### src/rtl/piso_pkg.sv
// Shared types and reset constants for the piso_tx serial transmitter.
package piso_pkg;

   typedef enum logic [1:0] {
      IDLE   = 2'd0,
      SHIFT  = 2'd1,
      PARITY = 2'd2
   } state_t;

   localparam logic RST_RDY = 1'b1;
   localparam logic RST_SD  = 1'b0;
   localparam logic RST_FRM = 1'b0;

endpackage

### src/rtl/bit_cnt.sv
// Loadable down-counter with decrement enable and a zero flag; it never wraps below zero.
module bit_cnt #(
   parameter int W = 3
) (
   input  logic         clk,
   input  logic         rst,
   input  logic         load,
   input  logic [W-1:0] load_val,
   input  logic         dec,
   output logic         zero
);

   logic [W-1:0] cnt;

   assign zero = (cnt == '0);

   // NOTE: state registers use non-blocking assignments so every flop samples pre-edge values.
   always_ff @(posedge clk or negedge rst) begin
      if (!rst) begin
         cnt <= '0;
      end else if (load) begin
         cnt <= load_val;
      end else if (dec && !zero) begin
         cnt <= cnt - 1'b1;
      end
   end

endmodule

### src/rtl/piso_tx.sv
// Parallel-in, serial-out transmitter, MSB first, valid/ready load handshake.
// Define PISO_TX_PARITY_EN to append an even-parity bit after the LSB.
module piso_tx
   import piso_pkg::*;
#(
   parameter int N = 8
) (
   input  logic         clk,
   input  logic         rst,
   input  logic [N-1:0] d,
   input  logic         vld,
   input  logic         en,
   output logic         rdy,
   output logic         sd,
   output logic         frm,
   output logic         done
);

   localparam int CW = $clog2(N);
   localparam logic [CW-1:0] LAST_IDX = CW'(N - 1);

   state_t       state;
   // The current MSB lives in sd itself; tail holds the bits still to come.
   logic [N-2:0] tail;
   logic         load;
   logic         last;
`ifdef PISO_TX_PARITY_EN
   logic         par;
`endif

   assign load = (state == IDLE) && vld && rdy;

   bit_cnt #(
      .W (CW)
   ) u_cnt (
      .clk      (clk),
      .rst      (rst),
      .load     (load),
      .load_val (LAST_IDX),
      .dec      ((state == SHIFT) && en),
      .zero     (last)
   );

   always_ff @(posedge clk or negedge rst) begin
      if (!rst) begin
         state <= IDLE;
         tail  <= '0;
         rdy   <= RST_RDY;
         sd    <= RST_SD;
         frm   <= RST_FRM;
         done  <= 1'b0;
`ifdef PISO_TX_PARITY_EN
         par   <= 1'b0;
`endif
      end else begin
         done <= 1'b0;
         case (state)
            IDLE: begin
               if (load) begin
                  state <= SHIFT;
                  tail  <= d[N-2:0];
                  sd    <= d[N-1];
                  frm   <= 1'b1;
                  rdy   <= 1'b0;
`ifdef PISO_TX_PARITY_EN
                  par   <= ^d;
`endif
               end
            end

            SHIFT: begin
               if (en) begin
                  if (last) begin
`ifdef PISO_TX_PARITY_EN
                     state <= PARITY;
                     sd    <= par;
`else
                     state <= IDLE;
                     sd    <= 1'b0;
                     frm   <= 1'b0;
                     rdy   <= 1'b1;
                     done  <= 1'b1;
`endif
                  end else begin
                     sd   <= tail[N-2];
                     tail <= tail << 1;
                  end
               end
            end

`ifdef PISO_TX_PARITY_EN
            PARITY: begin
               if (en) begin
                  state <= IDLE;
                  sd    <= 1'b0;
                  frm   <= 1'b0;
                  rdy   <= 1'b1;
                  done  <= 1'b1;
               end
            end
`endif

            default: begin
               state <= IDLE;
               sd    <= 1'b0;
               frm   <= 1'b0;
               rdy   <= 1'b1;
            end
         endcase
      end
   end

endmodule
### config.mk
export PLATFORM = sky130hd
export DESIGN_NAME = piso_tx
export DESIGN_NICKNAME = d
export VERILOG_FILES = /design/src/rtl/piso_pkg.sv /design/src/rtl/bit_cnt.sv /design/src/rtl/piso_tx.sv
export SDC_FILE = /design/constraint.sdc
export NUM_CORES = 1
export LEC_CHECK = 0
export ABC_CLOCK_PERIOD_IN_PS = 1800
export CORE_MARGIN = 10
export CORE_UTILIZATION = 47
export CTS_CLUSTER_SIZE = 12
export DETAILED_ROUTE_END_ITERATION = 10
export GPL_ROUTABILITY_DRIVEN = 0
export MAX_ROUTING_LAYER = met4
export PLACE_DENSITY = 0.76
export SKIP_LAST_GASP = 1
export SLEW_MARGIN = 10
export SYNTH_ARGS = -nofsm -noshare
export SYNTH_HDL_FRONTEND = slang
export SYNTH_SLANG_ARGS = --single-unit
export TNS_END_PERCENT = 20
### constraint.sdc
create_clock -name clk -period 1.8 [get_ports clk]
set_clock_uncertainty 0.1 [all_clocks]
set_input_delay 0.36 -clock clk [delete_from_list [all_inputs] [get_ports clk]]
set_output_delay 0.36 -clock clk [all_outputs]
set_load 0.02 [all_outputs]
* After elaboration in Yosys (flattened, before gate mapping)
Cells that the tools add are included.
** Word-level totals
- Register bits after elaboration :: 16
- Bits in latches :: 0
- Memory bits (writable) :: 0
- Memory bits (read-only) :: 0
- Bits of input ports :: 12
- Logic and storage cells :: 50
- Memories :: 0
** Operators by class
- Add/sub/neg operators :: 1
- Multiply operators :: 0
- Divide/modulo/power cells :: 0
- Order comparisons :: 0
- Equal/unequal tests :: 5
- Shift-type cells :: 0
- Multiplexer cells :: 25
- Bitwise operators :: 0
- Reduce and logical (&&, ||, !) cells :: 12
** Operators with widths (number)
- 7-bit 2-to-1 mux :: 3
- 7-bit one-hot mux with 2 select lines :: 1
- 1-bit 2-to-1 mux :: 12
- 2-bit 2-to-1 mux :: 3
- 3-bit 2-to-1 mux :: 2
- 2-bit inequality test (second input constant) :: 3
- 1-bit one-hot mux with 2 select lines :: 3
- 1-bit logical AND :: 4
- 2-bit one-hot mux with 2 select lines :: 1
- 4-bit AND reduction :: 1
- 2-bit nonzero test :: 2
- 3-bit logical NOT :: 1
- 3-bit AND reduction :: 1
- 3-bit by 1-bit subtractor with 3-bit output (second input constant) :: 1
- 2-bit by 1-bit equality test with 1-bit output (second input constant) :: 1
- 2-bit logical NOT :: 1
- 2-bit by 1-bit inequality test with 1-bit output (second input constant) :: 1
- 2-bit AND reduction :: 1
- 1-bit logical NOT :: 1

* Logic depth before layout (Yosys ltp)
Gate-level depths: netlist of run 1.
- Depth in word-level cells :: 5
- Gate-level depth with buffers :: 5
- Gate-level depth less buffers :: 5

* Cells and area by module
From an unflattened synthesis of run 1, not the netlist that was laid out.
** Second synthesis, totals
- Cell total of the unflattened synthesis :: 85
- Area, all modules :: 797.0 um^2
** By module, submodules not included
- piso_tx :: times used 1, cells each 66, area each 601.8 um^2, seq. area each 276.5 um^2
- bit_cnt :: times used 1, cells each 19, area each 195.2 um^2, seq. area each 75.1 um^2

* Worst setup path before layout of run 1
No wires, ideal clock.
- Kind :: reg2reg
- From :: reg u_cnt.cnt[0]
- To :: reg tail[1]
- Library setup time :: 125 ps
- Arrival time :: 1294 ps
- Required time :: 1575 ps
- Path slack :: 281 ps
- Stages on the path, launching flop included :: 6
- Path through :: dfrtp_1 inv_1 ha_1 and2b_4 o21ai_4 mux2_2
** On the way
- Cells in the longest elaborated chain, start to end :: 3
** RTL lines
- from (decl) :: RTL line bit_cnt.sv:13 : logic [W-1:0] cnt;
- from (signal assigned) :: RTL line bit_cnt.sv:22 : cnt <= load_val;
- from (signal assigned) :: RTL line bit_cnt.sv:24 : cnt <= cnt - 1'b1;
- 3-bit logical NOT :: RTL line bit_cnt.sv:15 : assign zero = (cnt == '0);
- 2-bit inequality test (no line)
- 4-bit AND reduction (no line)
- to (signal assigned) :: RTL line piso_tx.sv:61 : tail <= d[N-2:0];
- to (signal assigned) :: RTL line piso_tx.sv:86 : tail <= tail << 1;
- to (decl) :: RTL line piso_tx.sv:24 : logic [N-2:0] tail;
Every way passes these cells.
A chain may end at the register's enable or synchronous reset.

* Worst setup path after layout of run 1
- From :: reg sd
- To :: out sd
** RTL lines
- from (decl) :: RTL line piso_tx.sv:14 : output logic sd,
- from (signal assigned) :: RTL line piso_tx.sv:62 : sd <= d[N-1];
- from (signal assigned) :: RTL line piso_tx.sv:85 : sd <= tail[N-2];
No word-level cell between the ends.

==> results.cfg, run 1 <==
[floorplanning]
rows = 13
die_x_um = 58.44
initial_core_util_pct = 51.44
core_area_um2 = 1350
num_io_pins = 16
design.die.area_um2 = 3415
chipHeight_um = 58.44

[routing]
post_drt_via_cell_ratio = 5.347
drc = 0
avgRoutedWirePerCell_um = 14.97
dr.first_iter.drc_count = 5
detail_route.first_pass.iterations = 4
wl_um = 1422
vias = 508
detail-route-antenna-nets = 0

[yosys]
synth_area_per_cell_um2 = 12.40
synth_sequential_area_ratio_pct = 50.63
yosysWarnings = 0
netlist-cell-type-count = 22
post_synthesis_instance_area_um2 = 694.4
synth_fp_nets = 70
syn_inst = 56
synth_seq_cells = 14

[global_route]
grtUsageTotal_pct = 9.250
most_congested_layer_reported_by_global_routing = met2
global_route.usage.met3_pct = 3.863
gr-total-overflow = 0
antenna_found_initial = 0
wire_length_of_the_first_global_routing_pass_um = 2456
globalRouteMet1Util_pct = 9.453
maximum_number_of_pins_on_one_net_before_global_route_repair = 15
grtUsageMet2_pct = 15.17
vias_in_the_first_global_route = 578

[worst_setup_path]
critPathTopFamily = buffers and inverters
cp.arrival_ns = 1.24
max_stage_delay_ns = 0.60
required_ns = 1.34
cp_num_buf_inv = 1
timing.critical_path.cells = clkdlybuf4s50_1
critical_path.slowest_cell = sky130_fd_sc_hd__clkdlybuf4s50_1
path_class = reg -> out
timing.critical_path.fanout_max = 2
cp-end-kind = output pin
worst_setup_path_start_kind = register

[power_and_ir_drop]
power.static_leakage_nw = 0.4714
worst_ir_drop_vdd_v = 0.0004133
powerDensity_nw_per_um2 = 622.8

[timing]
final-max-slew-violation-count = 0
layout_min_cycle_time_ns = 1.696
postLayoutSetupSlackWorst_ns = 0.1041
maxSlewHeadroom_pct = 78.03
layout_worst_path_cycle_share_pct = 94.21
timing_worst_slew_pin_value_ns = 0.3254
rsz0062_at_grt = no
fmaxAchievable_mhz = 589.7
timing_hold_violations_final = 0
timing.hold.ws_ns = 0.2743
setup_viol = 0

[clock_tree]
cts-htree-levels = 1
ctsLongestPathBuffers = 2
tritoncts = done
clock_sink_count = 14
postCtsSetupBuffers = 0
cts_made_buffers = 3
clock_latency_reported_for_the_late_side_of_the_worst_skew_pair_ns = 0.28
clkTransAtPathRegs_ns = 0.09
cts_root_buf = sky130_fd_sc_hd__clkbuf_4

[layout]
finalNonFillerCells = 95
layout-area-overhead-vs-synth_pct = 34.77
design.final.nets = 95
final_cell_area_um2 = 935.9
final_layout_size_suffix_gt1_share_pct = 36.25
n_antenna_cell = 0
fillerInstances = 106
layout.core_utilization_pct = 69.32

[status]
status = finished, final reports clean

[placement]
pre_cts_slack_ns = -0.009344
placed_cells_incl_taps = 91
port_buffers = 15
dp.final_hpwl_um = 1115
placed_area_um2 = 897.1

[worst_hold_path]
worstHoldPathType = in -> async

[flow_run]
maxCapViolations = 0
## worst register-to-register path, cell delays in order (launching register included)
cell and delay, ns:
sky130_fd_sc_hd__dfrtp_1 0.38, sky130_fd_sc_hd__inv_1 0.07, sky130_fd_sc_hd__ha_1 0.20, sky130_fd_sc_hd__and2b_4 0.19
sky130_fd_sc_hd__o21ai_4 0.24, sky130_fd_sc_hd__mux2_2 0.38
## logic make-up (layout without fill, tap and decap cells)
| family | count (synthesis) | in the layout | share of synthesized area, % |
|---|---|---|---|
| mux | 13 | 13 | 21.08 |
| compound gates | 9 | 9 | 9.190 |
| fa+ha+maj | 2 | 2 | 3.603 |
| flops | 14 | 14 | 50.63 |
| buf+inv | 6 | 30 | 4.324 |
| simple gates | 12 | 12 | 11.17 |
## state kept, by name, indices dropped and copies added, names as in the netlist
name and cells:
rdy 1, tail 7, u_cnt.cnt 3, frm 1, sd 1, done 1
## path summary, 6_finish.rpt
| kind | start | end | slack, ns | cells past startpoint |
|---|---|---|---|---|
| setup / recovery | sd | sd | 0.10 | 1 |
| hold / removal | rst | done | 0.27 | 2 |
| setup reg to reg | u_cnt.cnt[0] | tail[3] | 0.13 | 5 |
| hold reg to reg | tail[4] | tail[4] | 0.42 | 1 |
| max in group asynchronous | rst | rdy | 1.09 | 2 |
| min in group clk | tail[4] | tail[4] | 0.42 | 1 |
## per-layer routing
metal | wire length (um) | up-vias | share of wire, %
met4 | 21 | 0 | 1.5
met5 | 0 | - | 0
met1 | 615 | 242 | 43
li1 | - | 247 | -
met3 | 115 | 4 | 8.1
met2 | 670 | 15 | 47
## cell usage after synthesis
cell	number	area [um2]
sky130_fd_sc_hd__dfrtp_1	13	325.3
sky130_fd_sc_hd__nand3_1	2	10.01
sky130_fd_sc_hd__o311ai_0	1	8.760
sky130_fd_sc_hd__or4_1	1	7.510
sky130_fd_sc_hd__nand4b_1	1	8.760
sky130_fd_sc_hd__o21ai_4	1	16.27
sky130_fd_sc_hd__a21o_1	1	7.510
sky130_fd_sc_hd__a21oi_1	1	5.000
sky130_fd_sc_hd__nand2_1	2	7.510
sky130_fd_sc_hd__o21ai_0	4	20.02
sky130_fd_sc_hd__dfstp_2	1	26.28
sky130_fd_sc_hd__inv_1	5	18.77
sky130_fd_sc_hd__or3_1	1	6.260
sky130_fd_sc_hd__buf_6	1	11.26
sky130_fd_sc_hd__nor2b_1	1	6.260
sky130_fd_sc_hd__o22ai_1	1	6.260
sky130_fd_sc_hd__nand2_2	1	6.260
sky130_fd_sc_hd__mux2_2	13	146.4
sky130_fd_sc_hd__and2b_4	1	10.01
sky130_fd_sc_hd__nand3b_2	1	11.26
sky130_fd_sc_hd__ha_1	2	25.02
sky130_fd_sc_hd__nor2_1	1	3.750
## power by group
group	internal (mW)	total (mW)	switching, mW	leakage [nW]
Sequential	0.314	0.314	0	0.185
Combinational	0.0290	0.0410	0.0120	0.265
Clock	0.123	0.228	0.104	0.0210
## metrics by stage
| stage | setup TNS (ns) | power, mW |
|---|---|---|
| global route | 0 | 0.6044 |
| finish | 0 | 0.5829 |
| global placement | 0 | 0.3617 |
| floorplan | 0 | 0.3277 |
| detailed placement | -0.01077 | 0.3620 |
| CTS | -0.1367 | 0.5882 |
## timing repair
item / 4_1_cts / 5_1_grt
gates resized for setup: 1 / 2
endpoints found under the hold margin: 0 / 0
endpoints found under the setup margin: 2 / 1
hold buffers: 0 / 0
## cell type report
| cell class | count | area [um2] | share of cell area (%) |
|---|---|---|---|
| well taps | 15 | 18.77 | 2.005 |
| inverters | 5 | 18.77 | 2.005 |
| multi-input cells | 36 | 312.8 | 33.42 |
| clock buffers | 4 | 36.28 | 3.877 |
| flip-flops and latches | 14 | 352.8 | 37.70 |
| repair buffers | 21 | 196.4 | 20.99 |
## layout by cell type (no fill, tap or decap), drive strengths merged, types with 2 or more instances in the layout
| master | netlist | final |
|---|---|---|
| ha | 2 | 2 |
| buf | 1 | 6 |
| inv | 5 | 5 |
| nand2 | 3 | 3 |
| nand3 | 2 | 2 |
| mux2 | 13 | 13 |
| clkdlybuf4s50 | 0 | 13 |
| clkbuf | 0 | 4 |
| dfrtp | 13 | 13 |
| o21ai | 5 | 5 |
Power figures use the tool's default switching activity.
==> inputs of run 2 (changes only) <==
--- a/config.mk
+++ b/config.mk
@@ -6,13 +6,13 @@
 export NUM_CORES = 1
 export LEC_CHECK = 0
 export ABC_CLOCK_PERIOD_IN_PS = 1800
-export CORE_MARGIN = 10
 export CORE_UTILIZATION = 47
 export CTS_CLUSTER_SIZE = 12
 export DETAILED_ROUTE_END_ITERATION = 10
 export GPL_ROUTABILITY_DRIVEN = 0
 export MAX_ROUTING_LAYER = met4
 export PLACE_DENSITY = 0.76
+export SETUP_SLACK_MARGIN = 0.2
 export SKIP_LAST_GASP = 1
 export SLEW_MARGIN = 10
 export SYNTH_ARGS = -nofsm -noshare
==> run 2 against run 1 <==
Power fell by 1.7%. Sequential cell count unchanged. Sequential share of layout area is 0.27 points higher. Critical path depth rose by 4.
==> results.cfg, run 2 (same netlist as run 1, synthesis figures left out) <==
[status]
status = finished, final reports clean

[power_and_ir_drop]
powerDensity_nw_per_um2 = 619.1
power.static_leakage_nw = 0.4745
finalPower_mw = 0.5732
worst_ir_drop_vdd_v = 0.0005619

[routing]
dr.first_iter.drc_count = 7
wl_um = 1162
vias = 488
post_drt_via_cell_ratio = 5.191
drc = 0
avgRoutedWirePerCell_um = 12.36
detail-route-antenna-nets = 0
detail_route.first_pass.iterations = 4

[floorplanning]
die_x_um = 40.44
rows = 13
design.die.area_um2 = 1635
num_io_pins = 16
chipHeight_um = 40.44
core_area_um2 = 1334
initial_core_util_pct = 52.06

[worst_setup_path]
ff2ff_setup_slack_ns = 0.15
cp-end-kind = register
cp.arrival_ns = 1.70
timing.critical_path.fanout_max = 7
path_class = reg -> reg
rr_worst_depth = 5
worst_setup_path_start_kind = register
rr_endpoint = tail[4]
critical_path.reg2reg.startpoint = u_cnt.cnt[0]
required_ns = 1.85

[clock_tree]
ctsLongestPathBuffers = 2
tritoncts = done
cts_made_buffers = 3
clkTransAtPathRegs_ns = 0.09
postCtsSetupBuffers = 0
clock_latency_reported_for_the_late_side_of_the_worst_skew_pair_ns = 0.27
cts-htree-levels = 1
clock_sink_count = 14
cts_root_buf = sky130_fd_sc_hd__clkbuf_4

[flow_run]
maxCapViolations = 0

[layout]
mostFrequentLayoutCells = sky130_fd_sc_hd__mux2_2, sky130_fd_sc_hd__dfrtp_1, sky130_fd_sc_hd__clkdlybuf4s50_1, sky130_fd_sc_hd__inv_1, sky130_fd_sc_hd__buf_4
final_cell_area_um2 = 925.9
largest_register_ffs = 7
n_antenna_cell = 0
layout-area-overhead-vs-synth_pct = 33.33
design.final.nets = 94
final_layout_size_suffix_gt1_share_pct = 34.18
layout_top_registers = tail x7, u_cnt.cnt x3
fillerInstances = 113
registers.top_by_ff_count = tail

[placement]
port_buffers = 15
placed_area_um2 = 889.6
dp.final_hpwl_um = 891.8
pre_cts_slack_ns = 0.01461

[timing]
fmaxAchievable_mhz = 606.5
layout_min_cycle_time_ns = 1.649
setup_viol = 0
maxSlewHeadroom_pct = 80.65
postLayoutSetupSlackWorst_ns = 0.1511
final.setup.tns_ns = 0
layout_worst_path_cycle_share_pct = 91.61
timing_worst_slew_pin_value_ns = 0.2866
final-max-slew-violation-count = 0
timing_hold_violations_final = 0
rsz0062_at_grt = yes

[global_route]
wire_length_of_the_first_global_routing_pass_um = 1731
antenna_found_initial = 0
vias_in_the_first_global_route = 408
gr-total-overflow = 0
grtUsageTotal_pct = 17.16
maximum_number_of_pins_on_one_net_before_global_route_repair = 15

[worst_hold_path]
worstHoldPathType = in -> async
## run 2: routing by layer
metal	up-vias	track usage [%]	routed length (um)
met4	0	7.500	0
met3	0	3.333	77
met5	-	-	0
met1	226	21.60	567
met2	16	26.59	518
li1	246	-	-
## run 2: how the worst max path moves through the flow
stage	startpoint	end	slack (ns)	cells past startpoint
2_1_floorplan	u_cnt.cnt[0]	tail[1]	0.28	5
3_3_place_gp	en	tail[3]	0.03	4
3_5_place_dp	vld	tail[4]	0.01	4
4_1_cts	sd	sd	0.11	1
5_1_grt	u_cnt.cnt[0]	tail[4]	0.08	5
6_report	u_cnt.cnt[0]	tail[4]	0.15	5
## run 2: timing repair
action                     CTS  global route
hold buffers                 0             0
setup endpoints to repair   10             9
gates resized for setup      2             1
## run 2: layout make-up
class                      count  area, um2  share of cell area (%)
clock buffer                   4      36.28                   3.919
inverter                       5      18.77                   2.027
multi-input combinational     36      312.8                   33.78
sequential                    14      351.6                   37.97
tap                           15      18.77                   2.027
timing repair buffer          20      187.7                   20.27
## run 2: stage by stage
stage                     util, %  instances  hold WS [ns]
final                       69.42         94        0.2910
after global routing        69.42         94        0.3080
after global placement      66.70         90        0.3849
after detailed placement    66.70         90        0.3968
after floorplan                 -         56      -0.03559
after CTS                   69.23         94        0.2955
## run 2: worst max-delay path: stages (launching register included)
cell                      delay (ns)
sky130_fd_sc_hd__dfrtp_1        0.36
sky130_fd_sc_hd__inv_1          0.07
sky130_fd_sc_hd__ha_1           0.20
sky130_fd_sc_hd__and2b_4        0.20
sky130_fd_sc_hd__o21ai_4        0.24
sky130_fd_sc_hd__mux2_2         0.38
## run 2: report_power, final
group / total (mW) / switching (mW) / internal [mW]
clock: 0.220 / 0.0971 / 0.123
combinational: 0.0390 / 0.0113 / 0.0277
sequential: 0.314 / 0 / 0.314
==> inputs of run 3 (changes only) <==
--- a/config.mk
+++ b/config.mk
@@ -5,7 +5,6 @@
 export SDC_FILE = /design/constraint.sdc
 export NUM_CORES = 1
 export LEC_CHECK = 0
-export ABC_CLOCK_PERIOD_IN_PS = 1800
 export CORE_UTILIZATION = 47
 export CTS_CLUSTER_SIZE = 12
 export DETAILED_ROUTE_END_ITERATION = 10
==> constraint.sdc (replaced) <==
create_clock -name clk -period 1.8 [get_ports clk]
set_clock_uncertainty 0.1 [all_clocks]
set_input_delay 0.36 -clock clk [delete_from_list [all_inputs] [get_ports clk]]
set_output_delay 0.36 -clock clk [all_outputs]
set_load 0.005 [all_outputs]
==> run 3 against run 2 <==
Utilization grew 4.7 points. Global-route usage is 2.4 points higher. Critical endpoint is now tail[1]. Non-clock buffer count is 6 higher. Cell area grew 6.8%. Register-to-register slack improved by 0.02 ns. Wire length up 23%. Setup slack better by 0.017 ns. Sequential share of layout area down 2.3 points. Power is 5.5% lower. First-iteration DRC count unchanged. Highest routed layer is now met4.
==> results.cfg, run 3 (same netlist as run 1, synthesis figures left out) <==
[timing]
maxSlewHeadroom_pct = 80.35
timing_worst_slew_pin_value_ns = 0.2911
layout_min_cycle_time_ns = 1.632
final-max-slew-violation-count = 0
rsz0062_at_grt = yes
setup_viol = 0
layout_worst_path_cycle_share_pct = 90.69
final.setup.tns_ns = 0
timing_hold_violations_final = 0
fmaxAchievable_mhz = 612.6
timing.hold.ws_ns = 0.2927

[routing]
wl_um = 1427
dr.first_iter.drc_count = 7
post_drt_via_cell_ratio = 5.220
vias = 522
avgRoutedWirePerCell_um = 14.27
drc = 0
detail_route.first_pass.iterations = 4
detail-route-antenna-nets = 0

[global_route]
gr-total-overflow = 0
vias_in_the_first_global_route = 442
wire_length_of_the_first_global_routing_pass_um = 1938
grtUsageTotal_pct = 19.52
antenna_found_initial = 0
maximum_number_of_pins_on_one_net_before_global_route_repair = 15

[layout]
largest_register_ffs = 7
layout_top_registers = tail x7, u_cnt.cnt x3
mostFrequentLayoutCells = sky130_fd_sc_hd__clkdlybuf4s50_1, sky130_fd_sc_hd__dfrtp_1, sky130_fd_sc_hd__buf_4, sky130_fd_sc_hd__mux2_2
final_common_cell = sky130_fd_sc_hd__clkdlybuf4s50_1
registers.top_by_ff_count = tail
final_layout_size_suffix_gt1_share_pct = 40.00
fillerInstances = 100
layout-area-overhead-vs-synth_pct = 42.34
design.final.nets = 100
n_antenna_cell = 0
finalNonFillerCells = 100

[flow_run]
maxCapViolations = 0

[floorplanning]
core_area_um2 = 1334
die_x_um = 40.44
initial_core_util_pct = 52.06
rows = 13
design.die.area_um2 = 1635
chipHeight_um = 40.44
num_io_pins = 16

[worst_setup_path]
timing.critical_path.cells = inv_1, ha_2, and2b_4, o21ai_4, buf_4, mux2_2
critPathLaunch = u_cnt.cnt[0]
max_stage_delay_ns = 0.38
critPathTopFamily = flip-flops
timing.critical_path.fanout_max = 3
required_ns = 1.87
worst_setup_path_start_kind = register
critical_path.reg2reg.startpoint = u_cnt.cnt[0]
critical_path.slowest_cell = sky130_fd_sc_hd__dfrtp_1
path_class = reg -> reg
ff2ff_setup_slack_ns = 0.17
cp-end-kind = register
rr_endpoint = tail[1]
cp.arrival_ns = 1.70
rr_worst_depth = 6
cp_num_buf_inv = 2

[clock_tree]
ctsLongestPathBuffers = 2
cts-htree-levels = 1
clkTransAtPathRegs_ns = 0.09
holdBufCountCts = 0
tritoncts = done
clock_latency_reported_for_the_late_side_of_the_worst_skew_pair_ns = 0.27
clock_sink_count = 14
cts_made_buffers = 3
cts_root_buf = sky130_fd_sc_hd__clkbuf_4

[worst_hold_path]
worstHoldPathType = in -> async

[power_and_ir_drop]
power.share.clock_pct = 34.6
power_frac_seq_pct = 58.0
powerDensity_nw_per_um2 = 548.2
power_report.internal_total_mw = 0.4281
switching_share_pct = 21.00
power.combinational.fraction_pct = 7.4
p_sw_mw = 0.1138
worst_ir_drop_vdd_v = 0.0003900
power.static_leakage_nw = 0.4977

[placement]
dp.final_hpwl_um = 862.5
port_buffers = 15
placed_cells_incl_taps = 89

[status]
status = finished, final reports clean
run 3: cell types whose count changed in the layout (fill, tap and decap cells not counted):
cell,change
sky130_fd_sc_hd__dlygate4sd2_1,-1
sky130_fd_sc_hd__mux2_4,+5
sky130_fd_sc_hd__ha_2,+1
sky130_fd_sc_hd__dfrtp_2,+1
sky130_fd_sc_hd__buf_4,+5
sky130_fd_sc_hd__clkdlybuf4s50_1,+1
sky130_fd_sc_hd__dfrtp_1,-1
sky130_fd_sc_hd__clkbuf_1,+1
sky130_fd_sc_hd__clkbuf_8,-1
sky130_fd_sc_hd__ha_1,-1
sky130_fd_sc_hd__mux2_2,-5
sky130_fd_sc_hd__buf_6,+1
run 3: timing repair:
item	4_1_cts	5_1_grt
resized for setup	2	8
endpoints found under the setup margin	8	9
buffers inserted	1	6
pin swaps	0	1
hold endpoints to repair	0	0
run 3: through the flow:
step | util [%] | setup WS [ns] | power [mW] | cell area (um2)
global route | 74.11 | 0.1458 | 0.5717 | 988.4
floorplan | - | 0.2810 | 0.3277 | 694.4
CTS | 68.67 | 0.05437 | 0.5468 | 915.9
finish | 74.11 | 0.1676 | 0.5418 | 988.4
detailed placement | 66.14 | 0.02585 | 0.3607 | 882.1
global placement | 66.14 | 0.01891 | 0.3606 | 882.1
run 3: area by class of cell:
class	count	area, um2	area share (%)
Inverter	5	18.77	1.899
Clock buffer	4	26.28	2.658
Sequential cell	14	352.8	35.70
Multi-Input combinational cell	36	334.1	33.80
Tap cell	15	18.77	1.899
Timing Repair Buffer	26	237.7	24.05
run 3: per-layer routing:
| layer | global-route usage [%] | vias to the layer above | wire [um] |
|---|---|---|---|
| met3 | 5.000 | 2 | 56 |
| met4 | 10.00 | 0 | 12 |
| li1 | - | 255 | - |
| met2 | 27.78 | 14 | 634 |
| met1 | 25.44 | 251 | 723 |
| met5 | - | - | 0 |
run 3: how the worst max path moves through the flow:
stage	depth (start not counted)	endpoint	slack [ns]
6_report	6	tail[1]	0.17
2_1_floorplan	5	tail[1]	0.28
4_1_cts	1	frm	0.05
3_5_place_dp	5	u_cnt.cnt[2]	0.03
3_3_place_gp	4	tail[2]	0.02
5_1_grt	6	tail[1]	0.15
run 3: power by group through the flow:
stage	registers, mW	clock network [mW]	logic [mW]
3_3_place_gp	0.320	0	0.0401
5_1_grt	0.314	0.213	0.0441
2_1_floorplan	0.321	0	0.00708
4_1_cts	0.314	0.192	0.0406
6_report	0.314	0.187	0.0403
3_5_place_dp	0.320	0	0.0402
==> RTL change: new RTL, flow settings as in run 1 <==
The option `PISO_TX_PARITY_EN` is turned on by a define.
--- a/src/rtl/piso_tx.sv
+++ b/src/rtl/piso_tx.sv
@@ -2,2 +2,4 @@
 // Define PISO_TX_PARITY_EN to append an even-parity bit after the LSB.
+`define PISO_TX_PARITY_EN
+
 module piso_tx
Behaviour: not the same (Yosys sat finds a counterexample within 10 cycles, from zero or initial values and one cycle with rst low).
==> RTL change against run 1 <==
  * Power increased to 3.1 times the old value
  * Die area up 22%
  * Worst setup slack lost 0.012 ns
  * Utilization decreased by 8.7 points
  * Routed wire length grew 23%
  * Via count grew 36%
  * Sequential share of layout area down 1.1 points
  * Clock power is 11% lower
  * Synthesized area increased by 35%
  * Design area is 24% higher
  * Sequential cell count grew 3
  * Count of clock-buffer cells in the layout decreased by 1
==> RTL change: results (changes against run 1) <==
| Metric | Value |
|---|---|
| Wire per inst | 12.6 µm (-16%) |
| Ratio of cells with drive above 1 in the final layout | 15.2% (-21 points) |
| Switching share of power | 38.6% (+19 points) |
| Largest cells by area after synthesis | dfrtp_1 43%, xnor2_1 7.5%, mux2i_1 6.4%, nand2_1 3.6%, nor2_1 3.2% |
| Worst R2R Path Depth | 8 (+3) |
| Final HPWL DP | 1420 µm (+27%) |
| Flop2flop setup slack | 0.20 ns (+0.07 ns) |
| M1 WL | 858 µm (+40%) |
| Placed cells | 135 (+48%) |
| Inverters, non-clock | 4 (-1) |
| Status | complete, no violations |
| Yosys cell types | 30 (+36%) |
| Lkg Pwr | 0.500 nW (+6.1%) |
| Post-place setup slack | 0.0887 ns (+0.0980 ns) |
| Met3 Usage GRT | 2.41% (-1.5 points) |
| Non-Filler Instances | 139 (+46%) |
| Logic pwr share | 50.3% (+43 points) |
| GRT met2 Usage | 14.5% (-0.64 points) |
| Final-layout clock-cell area share | 2.36% (-1.5 points) |
| Gr usage total | 8.89% (-0.36 points) |
| Placed instance area | 0.00114 mm² (+27%) |
| FF-to-FF End | tail[2]$_DFFE_PN0P_ |
| Seq/Total Area, Yosys | 45.6% (-5.0 points) |
| Vias per cell | 4.96 (-7.3%) |
| First-pass GRT wire length | 2980 µm (+21%) |
| GR Util met1 | 10.2% (+0.75 points) |
| Largest net degree at the start of global routing | 14 (-1) |
| DR iter-0 viols | 22 (+17) |
| Wire length on met3 | 58 µm (-50%) |
| Regs by FF count | tail (7), u_cnt.cnt (3), state (2) |
| Register Area | 427 µm² (+21%) |
| Clock buffers | 3 (-1) |
| Syn nets | 105 (+50%) |
| Clk power | 0.000203 W (-11%) |
| Total Nets Final | 127 (+34%) |
| Multiplexer area fraction after synthesis | 7.63% (-13 points) |
| Wire length on met2 | 821 µm (+23%) |
| Core Area | 0.00192 mm² (+42%) |
| Fin util | 60.6% (-8.7 points) |
[RTL change: cell count changes in the layout (fill, tap and decap cells not counted), moves of 3 or more]
cell	before	now
nand2b_1	0	3
a21oi_1	1	5
nand2_1	2	9
a21oi_2	0	3
dfrtp_1	12	16
mux2i_1	0	6
mux2_2	13	0
nor2_1	1	8
xnor2_1	0	8
[RTL change: how the worst max path moves through the flow]
stage	startpoint	slack, ns	to	depth (start not counted)
detailed placement	en	0.09	tail[2]$_DFFE_PN0P_	6
finish	sd$_DFFE_PN0P_	0.09	sd	1
global placement	en	0.1	tail[2]$_DFFE_PN0P_	6
floorplan	u_cnt.cnt[0]$_DFFE_PN0P_	0.31	tail[4]$_DFFE_PN0P_	7
global route	done$_DFF_PN0_	0.05	done	1
CTS	sd$_DFFE_PN0P_	0.07	sd	1
[RTL change: what timing repair did]
action	4_1_cts	5_1_grt
hold buffers	0	0
resized for setup	1	0
endpoints found under the hold margin	0	0
setup endpoints to repair	1	0
